<file path="src/rtl/fp8_to_int_line_reader_if.sv">
// Handshake/data bundle for the FP8 line-buffer read side.
// Define FP8_NAN_FLAG_EN to add the per-lane NaN flag output.
interface fp8_to_int_line_reader_if #(
    parameter int int_bits = 20
);
    logic                in_valid;
    logic                in_ready;
    logic [7:0]          in_fp8_0;
    logic [7:0]          in_fp8_1;
    logic [int_bits-1:0] in_int_2;
    logic                out_valid;
    logic                out_ready;
    logic [int_bits-1:0] out_0;
    logic [int_bits-1:0] out_1;
    logic [int_bits-1:0] out_2;
`ifdef FP8_NAN_FLAG_EN
    logic [1:0]          out_nan;

    modport master (
        output in_valid, in_fp8_0, in_fp8_1, in_int_2, out_ready,
        input  in_ready, out_valid, out_0, out_1, out_2, out_nan
    );
    modport slave (
        input  in_valid, in_fp8_0, in_fp8_1, in_int_2, out_ready,
        output in_ready, out_valid, out_0, out_1, out_2, out_nan
    );
`else
    modport master (
        output in_valid, in_fp8_0, in_fp8_1, in_int_2, out_ready,
        input  in_ready, out_valid, out_0, out_1, out_2
    );
    modport slave (
        input  in_valid, in_fp8_0, in_fp8_1, in_int_2, out_ready,
        output in_ready, out_valid, out_0, out_1, out_2
    );
`endif
endinterface

</file>
<file path="src/rtl/fp8_to_int_line_reader.sv">
// Two-stage FP8 (E4M3) -> signed integer decoder with lane-2 passthrough, valid/ready both sides.
// Optional macro FP8_NAN_FLAG_EN adds a pipelined per-lane NaN flag (out_nan).
module fp8_to_int_line_reader #(
    parameter int int_bits = 20
) (
    input  logic                      clk,
    input  logic                      reset,
    fp8_to_int_line_reader_if.slave   bus
);
    logic                         s2_load;
    logic                         s1_load;

    logic [1:0][7:0]              fp8_in;
    logic [1:0]                   dec_sign;
    logic [1:0][3:0]              dec_shift;
    logic [1:0][3:0]              dec_sig;
    logic [1:0][int_bits-1:0]     s2_val;

    logic                         s1_valid_q, s1_valid_d;
    logic [1:0]                   s1_sign_q,  s1_sign_d;
    logic [1:0][3:0]              s1_shift_q, s1_shift_d;
    logic [1:0][3:0]              s1_sig_q,   s1_sig_d;
    logic [int_bits-1:0]          s1_int2_q,  s1_int2_d;

    logic                         out_valid_q, out_valid_d;
    logic [1:0][int_bits-1:0]     out_lane_q,  out_lane_d;
    logic [int_bits-1:0]          out_int2_q,  out_int2_d;

`ifdef FP8_NAN_FLAG_EN
    logic [1:0]                   dec_nan;
    logic [1:0]                   s1_nan_q,  s1_nan_d;
    logic [1:0]                   out_nan_q, out_nan_d;
`endif

    assign s2_load = !out_valid_q || bus.out_ready;
    assign s1_load = !s1_valid_q || s2_load;
    assign fp8_in  = {bus.in_fp8_1, bus.in_fp8_0};

    genvar gi;
    generate
        for (gi = 0; gi < 2; gi++) begin : g_lane
            logic [3:0]          exp_f;
            logic [2:0]          man_f;
            logic                is_nan;
            logic [int_bits-1:0] sig_ext;
            logic [int_bits-1:0] mag;

            assign exp_f  = fp8_in[gi][6:3];
            assign man_f  = fp8_in[gi][2:0];
            assign is_nan = (exp_f == 4'hF) && (man_f == 3'h7);

            // Subnormals shift as exp=1; NaN zeroes its significand so it decodes to 0.
            assign dec_sign[gi]  = fp8_in[gi][7];
            assign dec_shift[gi] = (exp_f == 4'd0) ? 4'd1 : exp_f;
            assign dec_sig[gi]   = is_nan ? 4'd0 : {(exp_f != 4'd0), man_f};
`ifdef FP8_NAN_FLAG_EN
            assign dec_nan[gi]   = is_nan;
`endif

            // value = sig * 2^(exp-10); right shift truncates toward zero on the magnitude
            assign sig_ext = {{(int_bits-4){1'b0}}, s1_sig_q[gi]};
            assign mag     = (s1_shift_q[gi] >= 4'd10)
                           ? (sig_ext << (s1_shift_q[gi] - 4'd10))
                           : (sig_ext >> (4'd10 - s1_shift_q[gi]));
            assign s2_val[gi] = s1_sign_q[gi] ? -mag : mag;
        end
    endgenerate

    always_comb begin
        s1_valid_d  = s1_valid_q;
        s1_sign_d   = s1_sign_q;
        s1_shift_d  = s1_shift_q;
        s1_sig_d    = s1_sig_q;
        s1_int2_d   = s1_int2_q;
        out_valid_d = out_valid_q;
        out_lane_d  = out_lane_q;
        out_int2_d  = out_int2_q;
`ifdef FP8_NAN_FLAG_EN
        s1_nan_d    = s1_nan_q;
        out_nan_d   = out_nan_q;
`endif
        if (s1_load) begin
            s1_valid_d = bus.in_valid;
            if (bus.in_valid) begin
                s1_sign_d  = dec_sign;
                s1_shift_d = dec_shift;
                s1_sig_d   = dec_sig;
                s1_int2_d  = bus.in_int_2;
`ifdef FP8_NAN_FLAG_EN
                s1_nan_d   = dec_nan;
`endif
            end
        end
        if (s2_load) begin
            out_valid_d = s1_valid_q;
            if (s1_valid_q) begin
                out_lane_d = s2_val;
                out_int2_d = s1_int2_q;
`ifdef FP8_NAN_FLAG_EN
                out_nan_d  = s1_nan_q;
`endif
            end
        end
    end

    always_ff @(posedge clk or negedge reset) begin
        if (!reset) begin
            s1_valid_q  <= 1'b0;
            s1_sign_q   <= '0;
            s1_shift_q  <= '0;
            s1_sig_q    <= '0;
            s1_int2_q   <= '0;
            out_valid_q <= 1'b0;
            out_lane_q  <= '0;
            out_int2_q  <= '0;
`ifdef FP8_NAN_FLAG_EN
            s1_nan_q    <= '0;
            out_nan_q   <= '0;
`endif
        end else begin
            s1_valid_q  <= s1_valid_d;
            s1_sign_q   <= s1_sign_d;
            s1_shift_q  <= s1_shift_d;
            s1_sig_q    <= s1_sig_d;
            s1_int2_q   <= s1_int2_d;
            out_valid_q <= out_valid_d;
            out_lane_q  <= out_lane_d;
            out_int2_q  <= out_int2_d;
`ifdef FP8_NAN_FLAG_EN
            s1_nan_q    <= s1_nan_d;
            out_nan_q   <= out_nan_d;
`endif
        end
    end

    assign bus.in_ready  = s1_load;
    assign bus.out_valid = out_valid_q;
    assign bus.out_0     = out_lane_q[0];
    assign bus.out_1     = out_lane_q[1];
    assign bus.out_2     = out_int2_q;
`ifdef FP8_NAN_FLAG_EN
    assign bus.out_nan   = out_nan_q;
`endif

endmodule
</file>
<file path="src/flat_wrapper.sv">
// flat-port wrapper written by rule: the top's interface ports become plain ports
module fp8_to_int_line_reader_flat 
#(
    parameter int int_bits = 20
)
  (clk, reset, bus_in_valid, bus_in_fp8_0, bus_in_fp8_1, bus_in_int_2, bus_out_ready, bus_in_ready, bus_out_valid, bus_out_0, bus_out_1, bus_out_2);
  fp8_to_int_line_reader_if #(.int_bits(int_bits)) bus_i ();
  input  logic clk;
  input  logic reset;
  input wire logic [$bits(bus_i.in_valid)-1:0] bus_in_valid;
  input wire logic [$bits(bus_i.in_fp8_0)-1:0] bus_in_fp8_0;
  input wire logic [$bits(bus_i.in_fp8_1)-1:0] bus_in_fp8_1;
  input wire logic [$bits(bus_i.in_int_2)-1:0] bus_in_int_2;
  input wire logic [$bits(bus_i.out_ready)-1:0] bus_out_ready;
  output wire logic [$bits(bus_i.in_ready)-1:0] bus_in_ready;
  output wire logic [$bits(bus_i.out_valid)-1:0] bus_out_valid;
  output wire logic [$bits(bus_i.out_0)-1:0] bus_out_0;
  output wire logic [$bits(bus_i.out_1)-1:0] bus_out_1;
  output wire logic [$bits(bus_i.out_2)-1:0] bus_out_2;
  assign bus_i.in_valid = bus_in_valid;
  assign bus_i.in_fp8_0 = bus_in_fp8_0;
  assign bus_i.in_fp8_1 = bus_in_fp8_1;
  assign bus_i.in_int_2 = bus_in_int_2;
  assign bus_i.out_ready = bus_out_ready;
  assign bus_in_ready = bus_i.in_ready;
  assign bus_out_valid = bus_i.out_valid;
  assign bus_out_0 = bus_i.out_0;
  assign bus_out_1 = bus_i.out_1;
  assign bus_out_2 = bus_i.out_2;
  fp8_to_int_line_reader #(.int_bits(int_bits)) u_core (.clk(clk), .reset(reset), .bus(bus_i));
endmodule
</file>
<file path="config.mk">
export PLATFORM = sky130hd
export DESIGN_NAME = fp8_to_int_line_reader_flat
export DESIGN_NICKNAME = d
export VERILOG_FILES = /design/src/rtl/fp8_to_int_line_reader_if.sv /design/src/rtl/fp8_to_int_line_reader.sv /design/src/flat_wrapper.sv
export SDC_FILE = /design/constraint.sdc
export NUM_CORES = 1
export LEC_CHECK = 0
export CAP_MARGIN = 20
export CORE_ASPECT_RATIO = 1.4
export CORE_MARGIN = 2
export CORE_UTILIZATION = 50
export CTS_CLUSTER_DIAMETER = 80
export DETAILED_ROUTE_END_ITERATION = 12
export GPL_TIMING_DRIVEN = 0
export PLACE_DENSITY = 0.75
export SLEW_MARGIN = 20
export SYNTH_ARGS = -nofsm -noshare
export SYNTH_HDL_FRONTEND = slang
export SYNTH_SLANG_ARGS = --single-unit
</file>
<file path="constraint.sdc">
create_clock -name clk -period 3.95 [get_ports clk]
set_input_delay 0.5925 -clock clk [delete_from_list [all_inputs] [get_ports clk]]
set_output_delay 0.5925 -clock clk [all_outputs]
set_load 0.01 [all_outputs]
</file>
==> flow_metrics.tcl, run 1 <==
set metrics [dict create \
    setup_viol 0 \
    ctsHoldBuffers 0 \
    tightest_slew_ns 0.982 \
    io_pins 102 \
    synth_compound_area_share_pct 18.9 \
    synth_fa_ha_area_share_pct 2.41 \
    drtPass1Iterations 6 \
    power_density_mw_per_mm2 571 \
    skew_ns 0.0128 \
    ys_types 72 \
    crit_path_start_kind "flip-flop" \
    dp_slack_ns 0.0284 \
    antenna_found_initial 0 \
    core_mm2 0.0123 \
    syn_area_per_cell_um2 8.52 \
    port_buffers 101 \
    syn_area_mm2 0.00624 \
    vias_per_cell 6.04 \
    drt-total-wl_um 18700 \
    cts_root_buf "clkbuf_16" \
    overflow 0 \
    hold_violations 0 \
    synth_top_area_share_pct 40.1 \
    r2r_end "u_core.bus.out_1[16]" \
    max_slew_margin_pct 33.5 \
    dieWidth_um 98.4 \
    ys_seq_area_share_pct 40.1 \
    h-tree-depth 3 \
    yosysTopAreaCell "dfrtp_1" \
    placed_area_mm2 0.00746 \
    place_inst 984 \
    die_area_mm2 0.0134 \
    wl_per_cell_um 18.7 \
    clockBufferDepth 2 \
    final_cell_count_no_fill 1001 \
    grt_max_degree 65 \
    synth_top_family_by_area "simple AND/OR/NAND/NOR gates" \
    worstPathArrival_ns 3.97 \
    drtIter0Drc 370 \
    synth_mux_area_share_pct 7.72 \
    drv_slew 0 \
    vias 6049 \
    ff2ff_path_depth 15 \
    final_antenna_net_count 0 \
    cts_tree "yes" \
    synthArstFlopShare_pct 100 \
    fin_ws_ns 0.203 \
    clkLatencyLatePin_ns 0.35 \
    ir_worst_vdd_uv 280 \
    synthFlopType "dfrtp_1" \
    post-route-drc-count 0 \
    cts.reportedPaths.clkPinSlew_ns 0.08 \
    n_antenna_cell 0 \
    post-route-min-period_ns 3.75 \
    synthToLayoutAreaGrowth_pct 25.4 \
    yosys_warnings 0 \
    place_hpwl_um 14200 \
    status "finished clean" \
    start_util_pct 50.9 \
    synth-xor-area-share_pct 3.37 \
    place_congestion 1.01 \
    critPathMaxFanout 10 \
    yosys_register_bits 100 \
    first_global_vias 5896 \
    cp-end-kind "flip-flop" \
    holdCritPathClass "in2async" \
    crit_type "reg2reg" \
    p_leak_nw 3.28 \
    finalNetCount 898 \
    synthSimpleGateAreaFrac_pct 23.2 \
    clock.fmax_ghz 0.267 \
    reg2reg_slack_ns 0.20 \
    design_area_mm2 0.00782 \
    numCtsBuffers 9 \
    grt_pass1_wl_um 30200 \
    cp.required_ns 4.18 \
    syn_nets 784 \
    cts.sinks 100 \
    synth.area.top_cells "dfrtp_1, nand2_1, mux2_2, o21ai_0, nor2_1" \
    r2r-start "u_core.s1_shift_q[5]" \
    syn_inst 732 \
    period_share_pct 94.9 \
    rows 48 \
    drive_gt1_share_pct 9.05 \
    globalRouteTotalUtil_pct 28.3 \
    maxCapViolCount 0 \
    synth_edf_count 0 \
    die-height_um 136 \
]
## flip-flops by register name, indices dropped and copies added (netlist names)
name,cells
u_core.bus.out_0,20
u_core.bus.out_1,20
u_core.bus.out_2,20
u_core.bus.out_valid,1
u_core.g_lane.sig_ext,8
u_core.s1_int2_q,20
u_core.s1_shift_q,8
u_core.s1_sign_q,2
u_core.s1_valid_q,1
## Yosys cell counts (4+ instances only)
cell,count
clkbuf_1,39
o31ai_1,10
mux2_2,33
nand2_1,142
buf_2,9
o22a_1,4
mux2i_1,11
nand2b_1,15
xor2_1,9
a21oi_1,25
ha_1,12
nand3b_1,4
nand3_1,23
nor2b_1,10
o21ai_0,52
a31oi_1,8
o211ai_1,8
o22ai_1,7
inv_1,14
and2_1,6
o21a_1,4
nor2_1,51
nor3_1,17
a211oi_1,4
dfrtp_1,100
a22o_1,7
buf_1,5
or3_1,4
nor4_1,6
nand4_1,9
xnor2_1,15
## metal layers
layer	global-route usage (%)	vias to the layer above	wire [um]
met1	32.0	2875	6970
met4	15.2	0	931
met2	50.5	272	9670
met5	0	-	0
li1	-	2840	-
met3	4.78	62	1150
## placed cells by master (no fill, tap or decap), types with 9 or more instances in the layout
master / synthesis / routed
inv_1: 14 / 14
nand2_1: 142 / 142
o21ai_0: 52 / 51
mux2_2: 33 / 33
nor2b_1: 10 / 10
nand2b_1: 15 / 15
clkdlybuf4s50_1: 0 / 100
ha_1: 12 / 12
a21oi_1: 25 / 25
xnor2_1: 15 / 15
nand4_1: 9 / 9
mux2i_1: 11 / 11
nor2_1: 51 / 51
clkbuf_16: 0 / 9
o31ai_1: 10 / 10
xor2_1: 9 / 9
dfrtp_1: 100 / 100
clkbuf_1: 39 / 36
nand3_1: 23 / 23
nor3_1: 17 / 17
## how the worst max path moves through the flow
stage                               startpoint              endpoint  slack, ns  depth (start not counted)
after global placement                   reset  u_core.s1_shift_q[7]      -1.30                          1
after detailed placement  u_core.s1_shift_q[5]  u_core.bus.out_1[16]       0.03                         15
final                     u_core.s1_shift_q[5]  u_core.bus.out_1[16]       0.20                         15
after floorplan           u_core.s1_shift_q[5]  u_core.bus.out_1[16]       0.65                         15
after CTS                 u_core.s1_shift_q[5]  u_core.bus.out_1[16]       0.08                         15
after global routing      u_core.s1_shift_q[5]  u_core.bus.out_1[16]      -0.03                         15
## worst max-delay path, stage by stage, from the launching register on
cell,delay [ns]
dfrtp_1,0.40
clkbuf_4,0.23
clkbuf_4,0.21
inv_1,0.13
ha_1,0.29
o21ai_1,0.19
nand2_1,0.16
a221oi_2,0.32
nor3_1,0.09
nor2_1,0.18
ha_1,0.22
o221ai_2,0.14
nand3b_1,0.32
or4b_1,0.53
o2111ai_1,0.12
a21oi_1,0.10
## repair_timing
action | in CTS | in global routing
gates resized for setup | 1 | 9
pin swaps | 0 | 1
gates cloned | 0 | 0
buffers inserted | 1 | 1
endpoints found under the setup margin | 1 | 10
## through the flow
stage                     total power, mW  hold WS [ns]  setup TNS, ns  util, %
final                                4.46         0.117              0     63.8
after floorplan                      2.64         0.297              0        -
after CTS                            4.44         0.133              0     63.6
after global routing                 4.72         0.137        -0.0289     63.8
after detailed placement             3.50         0.453              0     60.9
after global placement               3.45         0.442        -129.72     60.7
## layout make-up
class	instances	area (um^2)
Fill cell	1056	4430
Multi-Input combinational cell	564	3490
Inverter	15	56.3
Timing Repair Buffer	104	1050
Clock inverter	7	91.3
Clock buffer	9	225
Sequential cell	100	2500
Tap cell	150	188
Buffer	52	214
## power breakdown
part,switching [mW],internal (mW)
Clock,0.462,0.456
Sequential,0.167,1.29
Combinational,1.15,0.945
## kinds of logic (layout without fill, tap and decap cells)
| group | count (synthesis) | count (layout) |
|---|---|---|
| flip-flops | 100 | 100 |
| AO/OA/AOI/OAI | 175 | 175 |
| adder cells (fa/ha/maj) | 12 | 12 |
| AND/OR/NAND/NOR | 309 | 309 |
| buffers and inverters | 68 | 187 |
| multiplexers | 44 | 44 |
| XOR/XNOR | 24 | 24 |
Power figures use the tool's default switching activity.
==> run 2: changes to the inputs <==
Settings changed: CTS_CLUSTER_SIZE set to 24, SLEW_MARGIN 20 to unset.
==> flow_metrics.tcl, run 2 (synthesis results as in run 1) <==
set metrics [dict create \
    status "finished clean" \
    hold_violations 0 \
    post-route-drc-count 0 \
    die_area_mm2 0.0134 \
    place_hpwl_um 14200 \
    drtIter0Drc 365 \
    cp.required_ns 4.18 \
    max_slew_margin_pct 39.5 \
    slowest_stage "dfrtp_1" \
    skew_ns 0.00847 \
    dp_slack_ns 0.0195 \
    crit_family "compound AO/OA/AOI/OAI gates" \
    crit_path_max_incr_delay_ns 0.40 \
    clock.fmax_ghz 0.272 \
    io_pins 102 \
    path_buf_inv 4 \
    holdWs_ns 0.195 \
    synthToLayoutAreaGrowth_pct 25.7 \
    die-height_um 136 \
    clockBufferDepth 2 \
    cts.reportedPaths.clkPinSlew_ns 0.08 \
    rsz0062_at_grt "no" \
    p_leak_nw 3.30 \
    first_global_vias 5833 \
    vias 6000 \
    power_density_mw_per_mm2 577 \
    antenna_found_initial 0 \
    setup_viol 0 \
    final_antenna_net_count 0 \
    crit_path_cell_trace "buf_4 > clkbuf_4 > inv_1 > ha_1 > o21ai_1 > nand2_1 > a221oi_2 > nor3_1 > nor2_1 > ha_1 > o221ai_2 > nand3b_1 > buf_4 > o31ai_1 > xnor2_1 > o21ai_1" \
    drive_gt1_share_pct 9.26 \
    critPathMaxFanout 10 \
    drv_slew 0 \
    place_congestion 1.01 \
    maxCapViolCount 0 \
    period_share_pct 93.0 \
    finalNetCount 900 \
    dieWidth_um 98.4 \
    core_mm2 0.0123 \
    final_cell_count_no_fill 1003 \
    vias_per_cell 5.98 \
    worstPathArrival_ns 3.91 \
    drt-total-wl_um 18800 \
    place_inst 985 \
    cts_root_buf "clkbuf_16" \
    total_power_mw 4.53 \
    post-route-min-period_ns 3.68 \
    crit_path_start_kind "flip-flop" \
    cp-end-kind "flip-flop" \
    clkLatencyLatePin_ns 0.36 \
    port_buffers 101 \
    holdCritPathClass "in2async" \
    cts_tree "yes" \
    n_antenna_cell 0 \
    rows 48 \
    grt_max_degree 65 \
    numCtsBuffers 9 \
    start_util_pct 50.9 \
    h-tree-depth 3 \
    overflow 0 \
    fin_ws_ns 0.275 \
    ir_worst_vdd_uv 279 \
    tightest_slew_ns 0.893 \
    drtPass1Iterations 5 \
    wl_per_cell_um 18.7 \
    cts.sinks 100 \
    crit_type "reg2reg" \
    final_cell_mix "nand2_1, clkdlybuf4s50_1, dfrtp_1" \
    globalRouteTotalUtil_pct 28.4 \
    grt_pass1_wl_um 30200 \
    final_common_cell "nand2_1" \
]
==> run 2: changes by cell type in the layout (fill, tap and decap cells not counted), sizes merged <==
| cell | change |
|---|---|
| clkinv | -1 |
| clkbuf | -1 |
| bufinv | +1 |
| buf | +3 |
==> run 2: timing repair <==
item | 4_1_cts | 5_1_grt
endpoints found under the setup margin | 1 | 10
hold buffers | 0 | 0
setup buffers | 2 | 1
pin swaps | 0 | 1
gates resized for setup | 0 | 12
==> run 2: cell type report <==
type | instances | area (um^2)
Fill cell | 1055 | 4410
Multi-Input combinational cell | 564 | 3490
Clock buffer | 9 | 225
Clock inverter | 7 | 103
Tap cell | 150 | 188
Timing Repair Buffer | 106 | 1060
Sequential cell | 100 | 2500
Inverter | 15 | 56.3
Buffer | 52 | 214
==> run 2: worst paths after layout <==
path	startpoint	end	slack, ns	depth (start not counted)
max	u_core.s1_shift_q[5]	u_core.bus.out_1[12]	0.27	16
min	reset	u_core.bus.out_0[19]	0.19	1
max reg2reg	u_core.s1_shift_q[5]	u_core.bus.out_1[12]	0.27	16
min reg2reg	u_core.s1_int2_q[19]	u_core.bus.out_2[19]	0.47	2
max in group asynchronous	reset	u_core.g_lane[1].sig_ext[1]	3.09	2
min in group clk	u_core.s1_int2_q[19]	u_core.bus.out_2[19]	0.47	2
==> run 2: power breakdown <==
part | internal (mW) | total [mW] | switching (mW)
registers | 1.29 | 1.45 | 0.169
clock network | 0.514 | 0.965 | 0.451
logic | 0.954 | 2.11 | 1.15
==> run 2: worst reg2reg max path: stages (launching register included) <==
cell and delay [ns]:
dfrtp_1 0.40, buf_4 0.20, clkbuf_4 0.21, inv_1 0.13, ha_1 0.29, o21ai_1 0.19, nand2_1 0.16, a221oi_2 0.30
nor3_1 0.09, nor2_1 0.16, ha_1 0.22, o221ai_2 0.15, nand3b_1 0.31, buf_4 0.22, o31ai_1 0.28, xnor2_1 0.17
o21ai_1 0.07
==> run 2: per-stage QoR <==
step	cell area, um^2	utilization (%)	TNS [ns]
6_report	7840	64.0	0
4_1_cts	7810	63.7	0
5_1_grt	7840	64.0	0
3_3_place_gp	7440	60.7	-129.72
2_1_floorplan	6240	-	0
3_5_place_dp	7470	60.9	0
==> run 2: metal layers <==
layer | vias to the layer above | wire (um) | GRT usage, %
met5 | - | 0 | 0
met1 | 2872 | 7310 | 32.8
met4 | 0 | 952 | 15.6
li1 | 2840 | - | -
met2 | 227 | 9610 | 50.5
met3 | 61 | 905 | 3.96
